### src/rtl/vga_fb_arbiter.sv
// Framebuffer arbiter: one single-port RAM shared by the 1080p block
// scan-out and a host port. Scan-out reads always win the slot.
module vga_fb_arbiter #(
   parameter int H_BLOCKS = 240,
   parameter int AW       = 15,
   parameter int DW       = 8
) (
   input  logic          CLOCK150,
   input  logic          RESET_N,
   input  logic [11:0]   x,
   input  logic [10:0]   y,
   output logic [DW-1:0] pix_data,
   input  logic          host_req,
   input  logic          host_we,
   input  logic [AW-1:0] host_addr,
   input  logic [DW-1:0] host_wdata,
   output logic          host_ack,
   output logic [DW-1:0] host_rdata,
   output logic          host_rvalid,
   output logic [AW-1:0] ram_addr,
   output logic          ram_we,
   output logic [DW-1:0] ram_wdata,
   input  logic [DW-1:0] ram_rdata
);

   localparam logic [11:0]   X_LAST  = 12'd2543;
   localparam logic [11:0]   X_PREF  = 12'd2536;
   localparam logic [11:0]   X_SLOTS = 12'd1912;
   localparam logic [11:0]   X_VIS   = 12'd1920;
   localparam logic [10:0]   Y_LAST  = 11'd1115;
   localparam logic [10:0]   Y_VIS   = 11'd1080;
   localparam logic [AW-1:0] HB      = AW'(H_BLOCKS);

   typedef enum logic [1:0] {
      H_IDLE,
      H_GRANT,
      H_BLOCKED
   } hstate_t;

   typedef enum logic [1:0] {
      K_NONE,
      K_DISP,
      K_HOST
   } kind_t;

   hstate_t       state;
   hstate_t       state_nx;
   logic          grant;
   kind_t         k1;
   kind_t         k2;
   logic [DW-1:0] pix_next;

   logic [10:0]   ny;
   logic [11:0]   nx;
   logic [10:0]   nline;
   logic          disp_slot;
   logic          pref_slot;
   logic          slot;
   logic          vis;
   logic [AW-1:0] disp_addr;
   logic [AW-1:0] pref_addr;
   logic [AW-1:0] slot_addr;

   always_comb begin
      ny        = (y == Y_LAST) ? 11'd0 : y + 11'd1;
      nx        = (x == X_LAST) ? 12'd0 : x + 12'd1;
      nline     = (x == X_LAST) ? ny : y;
      vis       = (nx < X_VIS) && (nline < Y_VIS);
      disp_slot = (x[2:0] == 3'd0) && (x < X_SLOTS) && (y < Y_VIS);
      pref_slot = (x == X_PREF) && (ny < Y_VIS);
      slot      = disp_slot || pref_slot;
      // Each display slot fetches the block after the one now on screen.
      disp_addr = AW'(y[10:3]) * HB + AW'(x[11:3]) + AW'(1);
      pref_addr = AW'(ny[10:3]) * HB;
      slot_addr = disp_slot ? disp_addr : pref_addr;
   end

   always_ff @(posedge CLOCK150 or negedge RESET_N) begin
      if (!RESET_N) state <= H_IDLE;
      else          state <= state_nx;
   end

   always_comb begin
      state_nx = state;
      grant    = 1'b0;
      unique case (state)
         H_IDLE: begin
            if (host_req) begin
               if (slot) begin
                  state_nx = H_BLOCKED;
               end else begin
                  state_nx = H_GRANT;
                  grant    = 1'b1;
               end
            end
         end
         H_GRANT: state_nx = H_IDLE;
         H_BLOCKED: begin
            if (!slot) begin
               state_nx = H_GRANT;
               grant    = 1'b1;
            end
         end
         default: state_nx = H_IDLE;
      endcase
   end

   always_ff @(posedge CLOCK150 or negedge RESET_N) begin
      if (!RESET_N) begin
         pix_data    <= '0;
         pix_next    <= '0;
         host_ack    <= 1'b0;
         host_rdata  <= '0;
         host_rvalid <= 1'b0;
         ram_addr    <= '0;
         ram_we      <= 1'b0;
         ram_wdata   <= '0;
         k1          <= K_NONE;
         k2          <= K_NONE;
      end else begin
         host_ack <= grant;
         k2       <= k1;
         if (slot) begin
            ram_addr <= slot_addr;
            ram_we   <= 1'b0;
            k1       <= K_DISP;
         end else if (grant) begin
            ram_addr <= host_addr;
            ram_we   <= host_we;
            k1       <= host_we ? K_NONE : K_HOST;
            if (host_we) ram_wdata <= host_wdata;
         end else begin
            ram_we <= 1'b0;
            k1     <= K_NONE;
         end
         host_rvalid <= (k2 == K_HOST);
         if (k2 == K_HOST) host_rdata <= ram_rdata;
         if (k2 == K_DISP) pix_next <= ram_rdata;
         if (x[2:0] == 3'd7) pix_data <= vis ? pix_next : '0;
      end
   end

endmodule

### config.mk
export PLATFORM = sky130hd
export DESIGN_NAME = vga_fb_arbiter
export DESIGN_NICKNAME = d
export VERILOG_FILES = /design/src/rtl/vga_fb_arbiter.sv
export SDC_FILE = /design/constraint.sdc
export NUM_CORES = 1
export LEC_CHECK = 0
export ABC_CLOCK_PERIOD_IN_PS = 3790
export CORE_ASPECT_RATIO = 1.2
export CORE_MARGIN = 2
export CORE_UTILIZATION = 30
export CTS_CLUSTER_SIZE = 30
export DETAILED_ROUTE_END_ITERATION = 12
export PLACE_DENSITY = 0.48
export SLEW_MARGIN = 10
export SYNTH_ARGS = -nofsm -noshare
export SYNTH_HDL_FRONTEND = slang
export SYNTH_SLANG_ARGS = --single-unit
### constraint.sdc
create_clock -name CLOCK150 -period 3.79 [get_ports CLOCK150]
set_clock_uncertainty 0.05 [all_clocks]
set_input_delay 0.5685 -clock CLOCK150 [delete_from_list [all_inputs] [get_ports CLOCK150]]
set_output_delay 0.5685 -clock CLOCK150 [all_outputs]
set_load 0.1 [all_outputs]
==> results.yml, run 1 <==
pwr:
  power_frac_seq: 0.211
  pwr-share-comb: 0.664
  power_switching_mw: 1.74
  p_int_mw: 1.94
  clockPowerShare: 0.125
  powerDensity_nw_per_um2: 496
  irDropWorstVdd_mv: 0.302
  p_leak_nw: 3.49
  switching_share: 0.474
yosys:
  yosysWarningCount: 0
  syn_area_um2: 4820
  synth_enable_flop_cells: 0
  yosysSeqAreaShare: 0.290
  ys_types: 62
  ys_ff_latch: 56
  synth_flop_cell: "dfrtp_1"
  synthCells: 494
  syn_nets: 627
  synth_async_sr_flop_share: 1.00
  avgSynthCellArea_um2: 9.77
grt:
  grt_pass1_vias: 4721
  grt_overflow: 0
  grt_max_degree: 37
  grt_use_total: 0.169
  antenna_found_initial: 0
  grt_pass1_wl_mm: 23.1
timing:
  tightestPinTransition_ns: 1.01
  grt_setup_unrepaired: "true"
  period_needed_ns: 4.01
  max_freq_ghz: 0.250
  fin_crit_sh: 1.06
  slew_headroom: 0.325
  finalHoldViolCount: 0
  setup_slack_ns: -0.217
  maxSlewViolCount: 0
  setup_violations: 3
finish:
  areaGrowthSynthToFinish_pct: 53.7
  seq_area_um2: 1400
  diodes: 0
  fin_nets: 840
  multiInputGateArea_um2: 3490
  instances_no_fill: 916
  drive_gt1_frac: 0.315
  fillers: 1513
  utilization: 0.472
routing:
  wl_mm: 14.3
  dr_total_vias: 4328
  drtAntennaViolNets: 0
  drtPass1Iterations: 4
  drc: 0
  wl_per_cell_um: 15.6
  drt_iter0_drc: 108
  via_per_inst: 4.72
clock_tree:
  clkTransAtPathRegs_ns: 0.07
  cts_made_buffers: 5
  insertion_delay_ns: 0.29
  cts_buffer_depth: 2
  clock_sinks: 56
  clockRootBuffer: "clkbuf_16"
  tritoncts: "built"
  htree_levels: 2
place:
  dpl.hpwl_mm: 11.9
  gp_congestion: 0.885
  place_inst: 888
  port_buffers: 99
critical_path:
  endpoint_kind: "flip-flop"
  cp_max_fo: 5
  crit_type: "input port to flip-flop"
  worst_ep_required_time_ns: 3.90
  cp-start-kind: "input port"
  crit_arrival_ns: 4.12
outcome:
  violations: "setup timing"
  status: "complete, but fails checks"
die:
  rows: 50
  io_pins: 100
  start_util: 0.307
  die_w_um: 120
  core_area_um2: 15700
  chipHeight_um: 143
  dieArea_um2: 17100
hold_path:
  min-delay-path-class: "flip-flop to flip-flop"
job:
  maxCapViolations: 0
==> synth_stat cells, drive strengths merged (2+ instances only) <==
master,instances,area [um^2]
o221ai,4,35.0
and3,9,62.6
nor3,9,45.0
xnor2,18,158
o211a,2,20.0
nand2,44,168
a21o,6,45.0
mux2,25,282
nand3,18,90.1
fa,26,521
and4,2,17.5
nand2b,8,50.1
o211ai,5,42.5
dfrtp,56,1400
buf,4,30.0
inv,59,221
or2,3,18.8
o21a,4,30.0
nand4,10,77.6
or4,2,18.8
and2,2,12.5
or3,6,37.5
a21oi,26,141
mux2i,18,180
o21bai,2,15.0
nor2,14,52.6
ha,49,613
nor2b,3,18.8
nor4,6,43.8
xor2,8,70.1
clkbuf,6,22.5
o21ai,18,90.1
a211oi,5,37.5
==> layout by cell type (no fill, tap or decap), types with 5 or more instances in the layout <==
cell type / n
o21ai_0: 15
a21oi_1: 22
nand2b_1: 6
buf_4: 115
and3_4: 5
clkbuf_16: 5
nor3_1: 7
mux2i_1: 18
nand3_1: 15
nor2_1: 13
inv_2: 6
dfrtp_1: 56
mux2_2: 23
nand4_1: 9
inv_1: 47
a21o_1: 5
xor2_1: 7
ha_4: 8
xnor2_1: 16
clkdlybuf4s50_1: 87
nand2_1: 42
buf_6: 6
clkinvlp_4: 5
or3_1: 5
fa_1: 24
ha_1: 39
==> final cells by class <==
| cell class | count | area share |
|---|---|---|
| clock buffer | 5 | 0.0169 |
| clock inverter | 3 | 0.00304 |
| inverter | 59 | 0.0327 |
| multi-input combinational | 369 | 0.471 |
| sequential | 56 | 0.189 |
| tap | 208 | 0.0351 |
| timing repair buffer | 216 | 0.252 |
==> power groups by stage <==
stage                     Sequential [mW]  Combinational, mW  Clock (mW)
after global placement              0.788               2.27           0
after CTS                           0.779               2.35       0.475
final                               0.777               2.44       0.460
after detailed placement            0.791               2.29           0
after floorplan                      1.46              0.816           0
after global routing                0.794               2.62       0.497
==> cell families (layout without fill, tap and decap cells) <==
logic type	Yosys count	after routing	share of synthesized area
AOI/OAI and AO/OA	88	88	0.125
xor gates and xnor gates	26	26	0.0472
adders and majority gates	75	75	0.235
buffers and inverters	69	283	0.0568
DFF	56	56	0.290
muxes	43	43	0.0957
and+or+nand+nor	137	137	0.150
==> timing repair <==
action                                  CTS  global route
pin swaps                                22             8
endpoints found under the setup margin   29            23
hold buffers                              0             0
buffers inserted                         16             5
gates resized for setup                  70            26
==> worst paths after layout <==
check / startpoint / to / slack, ns / cells after the start
min in group asynchronous: RESET_N / host_rdata[5] / 0.32 / 1
max in group asynchronous: RESET_N / ram_addr[2] / 2.59 / 2
min: k1[1] / k2[1] / 0.31 / 0
min reg2reg: k1[1] / k2[1] / 0.31 / 0
max reg2reg: state[1] / ram_addr[14] / 2.05 / 6
max: y[1] / ram_addr[12] / -0.22 / 16
==> metrics by stage <==
| stage | setup slack [ns] | total power, mW | hold slack (ns) | setup TNS, ns | cell area [um^2] |
|---|---|---|---|---|---|
| 3_3_place_gp | -1.02 | 3.06 | 0.284 | -18.80 | 6860 |
| 3_5_place_dp | -1.09 | 3.08 | 0.292 | -21.19 | 6860 |
| 2_1_floorplan | -0.303 | 2.27 | 0.223 | -0.610 | 4940 |
| 4_1_cts | -0.183 | 3.60 | 0.309 | -0.364 | 7240 |
| 6_report | -0.217 | 3.68 | 0.306 | -0.393 | 7420 |
| 5_1_grt | -0.357 | 3.91 | 0.321 | -1.70 | 7420 |
==> sequential cells by signal, summed over array words and instances, names as in the netlist, 2 cells and up <==
name        count
host_rdata      8
pix_data        8
k2              2
state           2
k1              2
ram_addr       15
pix_next        8
ram_wdata       8
==> metal layers <==
layer  wire length [um]  share of wire  global-route usage
met2               7590           0.53               0.330
met4                364          0.026              0.0514
met5                  0              0                   0
met3                537          0.038              0.0212
met1               5780           0.41               0.190
==> worst max-delay path: stages <==
cell             delay, ns
clkdlybuf4s15_1       0.23
and4_4                0.27
nand3_2               0.10
xnor2_2               0.26
nand2b_4              0.09
buf_4                 0.15
fa_1                  0.46
fa_1                  0.51
inv_1                 0.06
ha_4                  0.25
and3_4                0.18
a2111oi_4             0.41
buf_4                 0.18
xnor2_1               0.05
mux2i_1               0.24
mux2i_1               0.11
No activity file was read; power rests on OpenSTA's default activity.
==> run 2, diff against run 1 <==
--- a/config.mk
+++ b/config.mk
@@ -11,7 +11,8 @@
 export CORE_UTILIZATION = 30
 export CTS_CLUSTER_SIZE = 30
 export DETAILED_ROUTE_END_ITERATION = 12
-export PLACE_DENSITY = 0.48
+export DONT_BUFFER_PORTS = 1
+export PLACE_DENSITY = 0.4
 export SLEW_MARGIN = 10
 export SYNTH_ARGS = -nofsm -noshare
 export SYNTH_HDL_FRONTEND = slang
==> results.yml, run 2 (synthesized netlist as in run 1, its figures left out) <==
outcome:
  status: "complete, no violations"
critical_path:
  crit_family: "adder cells"
  endpoint_kind: "flip-flop"
  path_buf_inv: 3
  crit_top_cell: "fa_1"
  crit_type: "input port to flip-flop"
  crit_arrival_ns: 3.89
  startpoint: "y[9]"
  r2r_cells: 5
  slowest_delay_ns: 0.52
  cp_max_fo: 3
  worst_ep_required_time_ns: 3.91
  r2r_start: "state[1]"
  crit_chain: "clkinvlp_4, ha_4, nand4_1, nor3_4, buf_4, or2_4, fa_1, inv_2, fa_1, fa_2, a21o_1, a2111oi_4, a21oi_1, xnor2_1, o211ai_2, o31ai_1"
  r2r_setup_slack_ns: 1.62
  cp-start-kind: "input port"
  critPathSlowestCell: "fa_1"
  reg2reg_to: "ram_wdata[2]"
finish:
  final_common_cell: "buf_4"
  instances_no_fill: 782
  diodes: 0
  fin_nets: 706
  drive_gt1_frac: 0.280
  multiInputGateArea_um2: 3390
  final_cell_mix: "79 x buf_4, 56 x dfrtp_1, 51 x inv_1, 43 x ha_1, 42 x nand2_1"
  areaGrowthSynthToFinish_pct: 26.1
  seq_area_um2: 1400
  largest_register_ffs: 15
  fillers: 1582
  largest-register: "ram_addr"
job:
  maxCapViolations: 0
grt:
  grt_pass1_vias: 4087
  grt_use_total: 0.159
  grt_pass1_wl_mm: 21.5
  grt_overflow: 0
  grt_max_degree: 57
  antenna_found_initial: 0
clock_tree:
  clock_sinks: 56
  cts_made_buffers: 5
  cts_buffer_depth: 2
  clkTransAtPathRegs_ns: 0.08
  insertion_delay_ns: 0.30
  tritoncts: "built"
  htree_levels: 2
  clockRootBuffer: "clkbuf_16"
pwr:
  irDropWorstVdd_mv: 0.312
  powerDensity_nw_per_um2: 554
  p_leak_nw: 2.92
timing:
  max_freq_ghz: 0.266
  fin_hold_ws_ns: 0.0665
  grt_setup_unrepaired: "true"
  period_needed_ns: 3.76
  slew_headroom: 0.369
  tightestPinTransition_ns: 0.946
  setup_violations: 0
  maxSlewViolCount: 0
  finalHoldViolCount: 0
  fin_crit_sh: 0.993
place:
  gp_congestion: 0.831
  place_inst: 769
  dpl.hpwl_mm: 11.0
  port_buffers: 0
routing:
  wl_per_cell_um: 17.0
  drtAntennaViolNets: 0
  drtPass1Iterations: 4
  drt_iter0_drc: 176
  wl_mm: 13.3
  drc: 0
  via_per_inst: 4.88
  dr_total_vias: 3814
die:
  start_util: 0.307
  die_w_um: 120
  chipHeight_um: 143
  io_pins: 100
  dieArea_um2: 17100
  rows: 50
  core_area_um2: 15700
hold_path:
  min-delay-path-class: "input port to asynchronous set/reset pin"
## run 2: worst max-delay path by stage
stage	end	slack [ns]	cells past startpoint
2_1_floorplan	ram_addr[14]	-0.30	17
3_3_place_gp	ram_addr[14]	-0.34	16
3_5_place_dp	ram_addr[14]	-0.37	17
4_1_cts	ram_addr[14]	0.02	18
5_1_grt	ram_addr[14]	-0.14	18
6_report	ram_addr[14]	0.03	16
## run 2: repair_timing
action / 4_1_cts / 5_1_grt
buffers inserted: 2 / 2
pin swaps: 6 / 6
gates resized for setup: 7 / 21
setup endpoints to repair: 2 / 16
hold endpoints to repair: 56 / 0
hold buffers: 1 / 0
## run 2: cell type report
type | count | share of cell area
multi-input combinational | 369 | 0.557
sequential | 56 | 0.230
timing repair buffer | 82 | 0.106
tap | 208 | 0.0428
inverter | 59 | 0.0393
clock buffer | 5 | 0.0206
clock inverter | 3 | 0.00452
## run 2: power by group
group	internal, mW	switching (mW)	total [mW]
Clock	0.251	0.232	0.483
Sequential	0.699	0.766	1.47
Combinational	0.743	0.682	1.43
Total	1.69	1.68	3.37
## run 2: metal layers
metal	wire, um	part of all wire	vias up	GRT usage
li1	-	-	1870	-
met3	745	0.056	6	0.0300
met1	5630	0.42	1845	0.196
met2	6770	0.51	93	0.290
met4	118	0.0089	0	0.0316
met5	0	0	-	0
## run 2: metrics by stage
step | TNS, ns | setup WS [ns] | util | total power [mW] | cell area, um^2
final | 0 | 0.0277 | 0.387 | 3.37 | 6080
after global routing | -0.329 | -0.141 | 0.387 | 3.60 | 6080
after detailed placement | -4.21 | -0.365 | 0.365 | 2.80 | 5720
after floorplan | -0.610 | -0.303 | - | 2.27 | 4940
after CTS | 0 | 0.0165 | 0.379 | 3.32 | 5960
after global placement | -3.95 | -0.343 | 0.365 | 2.79 | 5720
